## src/rtl/mux_arbiter.sv

```systemverilog
// Two-requester arbiter for a shared mux path with a forced release after TIMEOUT cycles and a one-cycle break-before-make gap.
// Grant appears one cycle after the request is sampled, and all outputs are registered.
module mux_arbiter #(
  parameter int TIMEOUT = 8,
  parameter int CNT_W   = 4
) (
  input  logic iClk,
  input  logic iClr,
  input  logic iReq0,
  input  logic iReq1,
  output logic oGnt0,
  output logic oGnt1,
  output logic oSel,
  output logic oEnb,
  output logic oTimeout
);

  typedef enum logic [1:0] {
    IDLE = 2'd0,
    GNT0 = 2'd1,
    GNT1 = 2'd2,
    GAP  = 2'd3
  } state_t;

  localparam logic [CNT_W-1:0] CNT_LAST = CNT_W'(TIMEOUT - 1);

  state_t           state, stateNxt;
  logic [CNT_W-1:0] cnt, cntNxt;
  logic             ptr, ptrNxt;
  logic             forceRel;
  logic             gnt0Nxt, gnt1Nxt, selNxt, enbNxt, timeoutNxt;

  always_ff @(posedge iClk or negedge iClr) begin
    if (!iClr) begin
      state <= IDLE;
      cnt   <= '0;
      ptr   <= 1'b0;
    end else begin
      state <= stateNxt;
      cnt   <= cntNxt;
      ptr   <= ptrNxt;
    end
  end

  always_comb begin
    stateNxt = state;
    cntNxt   = '0;
    ptrNxt   = ptr;
    forceRel = 1'b0;
    case (state)
      IDLE, GAP: begin
        if (iReq0 && iReq1) stateNxt = ptr ? GNT1 : GNT0;
        else if (iReq0)     stateNxt = GNT0;
        else if (iReq1)     stateNxt = GNT1;
        else                stateNxt = IDLE;
        // The pointer always names whoever did not win this arbitration.
        if (stateNxt == GNT0) ptrNxt = 1'b1;
        if (stateNxt == GNT1) ptrNxt = 1'b0;
      end
      GNT0, GNT1: begin
        // A dropped request wins over the timeout when both happen on the same edge.
        if ((state == GNT0) ? !iReq0 : !iReq1) begin
          stateNxt = GAP;
        end else if (cnt == CNT_LAST) begin
          stateNxt = GAP;
          forceRel = 1'b1;
        end else begin
          cntNxt = cnt + 1'b1;
        end
      end
      default: stateNxt = IDLE;
    endcase
  end

  always_comb begin
    gnt0Nxt    = (stateNxt == GNT0);
    gnt1Nxt    = (stateNxt == GNT1);
    enbNxt     = !(gnt0Nxt || gnt1Nxt);
    selNxt     = gnt1Nxt ? 1'b1 : (gnt0Nxt ? 1'b0 : oSel);
    timeoutNxt = forceRel;
  end

  always_ff @(posedge iClk or negedge iClr) begin
    if (!iClr) begin
      oGnt0    <= 1'b0;
      oGnt1    <= 1'b0;
      oSel     <= 1'b0;
      oEnb     <= 1'b1;
      oTimeout <= 1'b0;
    end else begin
      oGnt0    <= gnt0Nxt;
      oGnt1    <= gnt1Nxt;
      oSel     <= selNxt;
      oEnb     <= enbNxt;
      oTimeout <= timeoutNxt;
    end
  end

endmodule

```

## config.mk

```make
export PLATFORM = sky130hd
export DESIGN_NAME = mux_arbiter
export DESIGN_NICKNAME = d
export VERILOG_FILES = /design/src/rtl/mux_arbiter.sv
export SDC_FILE = /design/constraint.sdc
export NUM_CORES = 1
export LEC_CHECK = 0
export CAP_MARGIN = 40
export CORE_AREA = 2 2 39 41
export DETAILED_ROUTE_END_ITERATION = 10
export DIE_AREA = 0 0 41 43
export SYNTH_ARGS = -nofsm -noshare
export SYNTH_HDL_FRONTEND = slang
export SYNTH_SLANG_ARGS = --single-unit
```

## constraint.sdc

```tcl
create_clock -name iClk -period 2.16 [get_ports iClk]
set_input_delay 0.324 -clock iClk [delete_from_list [all_inputs] [get_ports iClk]]
set_output_delay 0.324 -clock iClk [all_outputs]
set_load 0.01 [all_outputs]
```

### After elaboration in Yosys (flattened, before gate mapping)

Index checks and enable logic that the tools add are counted.

| word-level totals | value |
|---|---|
| input port bits | 4 |
| register bits | 12 |
| word-level logic and storage cells | 47 |

| operators by class | value |
|---|---|
| reduce and logical (&&, ||, !) cells | 11 |
| add/subtract/negate cells | 1 |
| mux-type cells | 19 |
| eq/ne operators | 8 |

Operator list:

| kind | number |
|---|---|
| 2-bit two-way mux | 7 |
| 4-bit two-way mux | 3 |
| 2-bit == test (second input constant) | 4 |
| 1-bit two-way mux | 8 |
| 2-bit by 1-bit == test with 1-bit output (second input constant) | 3 |
| 4-bit by 1-bit adder with 4-bit output (second input constant) | 1 |
| 4-bit by 3-bit == test with 1-bit output (second input constant) | 1 |
| 2-bit one-hot mux with 2 select lines | 1 |
| 2-bit nonzero test | 2 |
| 2-bit OR reduction | 2 |
| 1-bit logical NOT | 3 |
| 2-bit logical NOT | 1 |
| 2-bit AND reduction | 1 |
| 1-bit logical AND | 1 |
| 1-bit logical OR | 1 |

### Longest topological paths before layout

| logic depth | value |
|---|---|
| word-level depth | 8 |
| mapped depth | 7 |
| mapped depth without buffers | 7 |

### Worst setup path after synthesis

OpenSTA, ideal clock, no wires.

| timing | value |
|---|---|
| path kind | register to register |
| start point | reg state[1] |
| end point | reg oSel |
| clock period less this slack | 1.847 ns |
| path buffers | 0 |
| setup slack | 0.313 ns |
| data required time | 2.035 ns |
| stages on the path, launching flop included | 8 |
| library setup time | 0.125 ns |
| data arrival time | 1.722 ns |
| cell sequence | dfrtp_1 inv_1 ha_1 inv_1 nand3_4 a2bb2oi_1 ha_1 mux2_2 |

| between the ends | value |
|---|---|
| cells in the longest elaborated chain, start to end | 6 |
| elaborated cells between the ends (all ways) | 14 |

Ends and longest elaborated chain:

| element | line | RTL |
|---|---|---|
| from (decl) | 27 | `state_t state, stateNxt;` |
| from (signal assigned) | 39 | `state <= stateNxt;` |
| 2-bit by 1-bit == test with 1-bit output | 50, 62 |  |
| 1-bit two-way mux | 62 | `if ((state == GNT0) ? !iReq0 : !iReq1) begin` |
| 2-bit two-way mux | 62 |  |
| 2-bit one-hot mux with 2 select lines (*) | 50 | `case (state)` |
| 2-bit == test / 2-bit by 1-bit == test with 1-bit output (equally long branches) | 77, 76 |  |
| 1-bit two-way mux / 2-bit nonzero test (equally long branches) | -- |  |
| to (signal assigned) | 93 | `oSel <= selNxt;` |
| to (decl) | 13 | `output logic oSel,` |

Mark *: on every way between the ends. The rest lies on a longest branch, timed or not.
A chain may end at the register's enable or synchronous reset.

### Worst setup path in the final report

Same ends and word-level chain as after synthesis.

==> results.toml <==
[global_routing]
grt_pass1_vias = 404
track_usage_pct = 13.7
overflow = 0
grt_pass1_wl_um = 1590
grt_start_max_net_pins = 13
antenna_found_initial = 0

[yosys]
yosysWarnings = 0
ys_ff_latch = 12
syn_area_um2 = 549
postSynthCellCount = 44
synth.net_count = 53
syn_avg_cell_area_um2 = 12.5
synth.distinct_cells = 20
synth-seq-area-share_pct = 54.9

[power]
p_leak_nw = 0.332
vdd_drop_max_uv = 696
power_density_nw_per_um2 = 1430

[finish]
register_area_um2 = 302
mostFrequentLayoutCells = "dfrtp_1, clkdlybuf4s50_1, ha_1"
multi_input_area_um2 = 233
drive_above_1_share_pct = 19.3
antennaDiodeCount = 0
layout_commonest_cell = "dfrtp_1"
areaGrowthSynthToFinish_pct = 26.2
fin_nets = 67
fill_cells = 138
final_cell_area_um2 = 693

[cts]
hold_buffers = 0
clk_latency_ns = 0.27
cts_root_buffer = "clkbuf_4"
clkSlewWorstSetupHoldPaths_ns = 0.08
post_cts_buffers = 0
clock_path_buffers = 2
ctsHtreeMaxLevel = 1
cts_resized = 0
cts_inserted_buffers = 3
cts.sinks = 12
tritoncts = "built"

[sta]
max_clock_freq_mhz = 501
finClkSkew_ns = 0.00289
slew_headroom_pct = 63.9
rsz0062_at_grt = "false"
period_needed_ns = 1.99
worstMarginPinSlew_ns = 0.540
setup_viol = 0
slew_violations = 0
tns_ns = 0
timing.final.crit_share_pct = 92.3
hold_ws_ns = 0.402
hold_viol = 0

[hold_path]
hold_path_class = "input pin to asynchronous set/reset pin"

[detailed_routing]
drt-initial-drc-count = 1
vias = 361
vias_per_cell = 4.95
firstDrtPassIters = 2
route.final.wire_length_um = 906
antenna_left = 0
drc = 0
drt-wirelength-per-cell_um = 12.4

[die]
placementRows = 14
die-area_um2 = 1760
start_util_pct = 39.7
core_um2 = 1380
pin_count = 9
die_y_um = 43
die_x_um = 41

[worst_setup_path]
crit_path_end_kind = "flop"
path_class = "flop to flop"
required_ns = 2.32
cp_max_fo = 7
cp.arrival_ns = 2.15
critical_path.startpoint_type = "flop"

[outcome]
status = "finished, final reports clean"

[placement]
portBuffers = 8
placed_cell_area_um2 = 657
hpwl_um = 705
gp_congestion = 0.664

[run]
cap_violations = 0
sequential cells by signal, indices dropped and copies added, names as in the netlist:
| name | cells |
|---|---|
| oGnt1 | 1 |
| cnt | 4 |
| state | 2 |
| oSel | 1 |
| ptr | 1 |
| oEnb | 1 |
| oTimeout | 1 |
| oGnt0 | 1 |
where the power goes:
part	switching, mW	internal (mW)	total (mW)
clock	0.0757	0.102	0.178
sequential	0.0404	0.312	0.352
combinational	0.231	0.233	0.464
total	0.347	0.647	0.995
path summary, 6_finish.rpt:
check,start,slack [ns],endpoint,cells after the start
max,state[1]$_DFF_PN0_,0.17,oSel$_DFFE_PN0P_,7
max reg2reg,state[1]$_DFF_PN0_,0.17,oSel$_DFFE_PN0P_,7
min reg2reg,cnt[0]$_DFF_PN0_,0.48,cnt[0]$_DFF_PN0_,1
max in group asynchronous,iClr,1.39,oEnb$_DFF_PN1_,1
min,iClr,0.40,oGnt1$_DFF_PN0_,1
min in group iClk,cnt[0]$_DFF_PN0_,0.48,cnt[0]$_DFF_PN0_,1
logic make-up (layout without fill, tap and decap cells):
logic type               after synthesis  in the layout  synth area share (%)
flip-flops                            12             12                  54.9
AND/OR/NAND/NOR                       10             10                  10.9
AO/OA/AOI/OAI                          9              9                  12.1
adder cells (fa/ha/maj)                5              5                  11.4
buffers and inverters                  4             17                  2.73
XOR/XNOR                               2              2                  3.19
multiplexers                           2              2                  4.78
per-stage QoR:
stage          utilization [%]  power (mW)  cells  setup WS (ns)
2_1_floorplan                -       0.673     44          0.313
3_3_place_gp              47.5       0.808     69          0.140
3_5_place_dp              47.5       0.829     69         0.0877
4_1_cts                   50.1        1.01     73          0.163
5_1_grt                   50.1        1.08     73         0.0284
6_report                  50.1       0.995     73          0.166
layer usage:
layer | global-route usage (%) | up-vias | wire (um)
met1 | 18.0 | 170 | 401
met4 | 6.00 | 0 | 8
met5 | 0 | - | 0
met3 | 3.14 | 2 | 42
met2 | 20.6 | 8 | 455
li1 | - | 181 | -
worst max-delay path, stage by stage, from the launching register on:
cell	delay, ns
dfrtp_1	0.39
inv_1	0.06
ha_1	0.34
inv_1	0.18
nand3_4	0.12
a2bb2oi_1	0.15
ha_1	0.31
mux2_2	0.33
Yosys cell counts:
master	count	area (um^2)
a21bo_2	1	10.0
a2bb2oi_1	2	17.5
and3_2	1	7.51
dfrtp_1	11	275
dfstp_2	1	26.3
ha_1	5	62.6
inv_1	4	15.0
mux2_2	1	11.3
mux2_4	1	15.0
nand2_1	2	7.51
nand3_1	1	5.00
nand3_4	1	17.5
nand3b_1	1	7.51
nor2_1	4	15.0
o21a_1	1	7.51
o21ai_0	3	15.0
o2bb2ai_1	1	8.76
o31ai_1	1	7.51
xnor2_1	1	8.76
xor2_1	1	8.76
layout make-up:
cell class / count / area share, %
multi-input cells: 28 / 33.6
repair buffers: 9 / 12.6
inverters: 4 / 2.17
flip-flops and latches: 12 / 43.5
clock buffers: 4 / 5.23
well taps: 16 / 2.89
No activity file was read; power rests on OpenSTA's default activity.
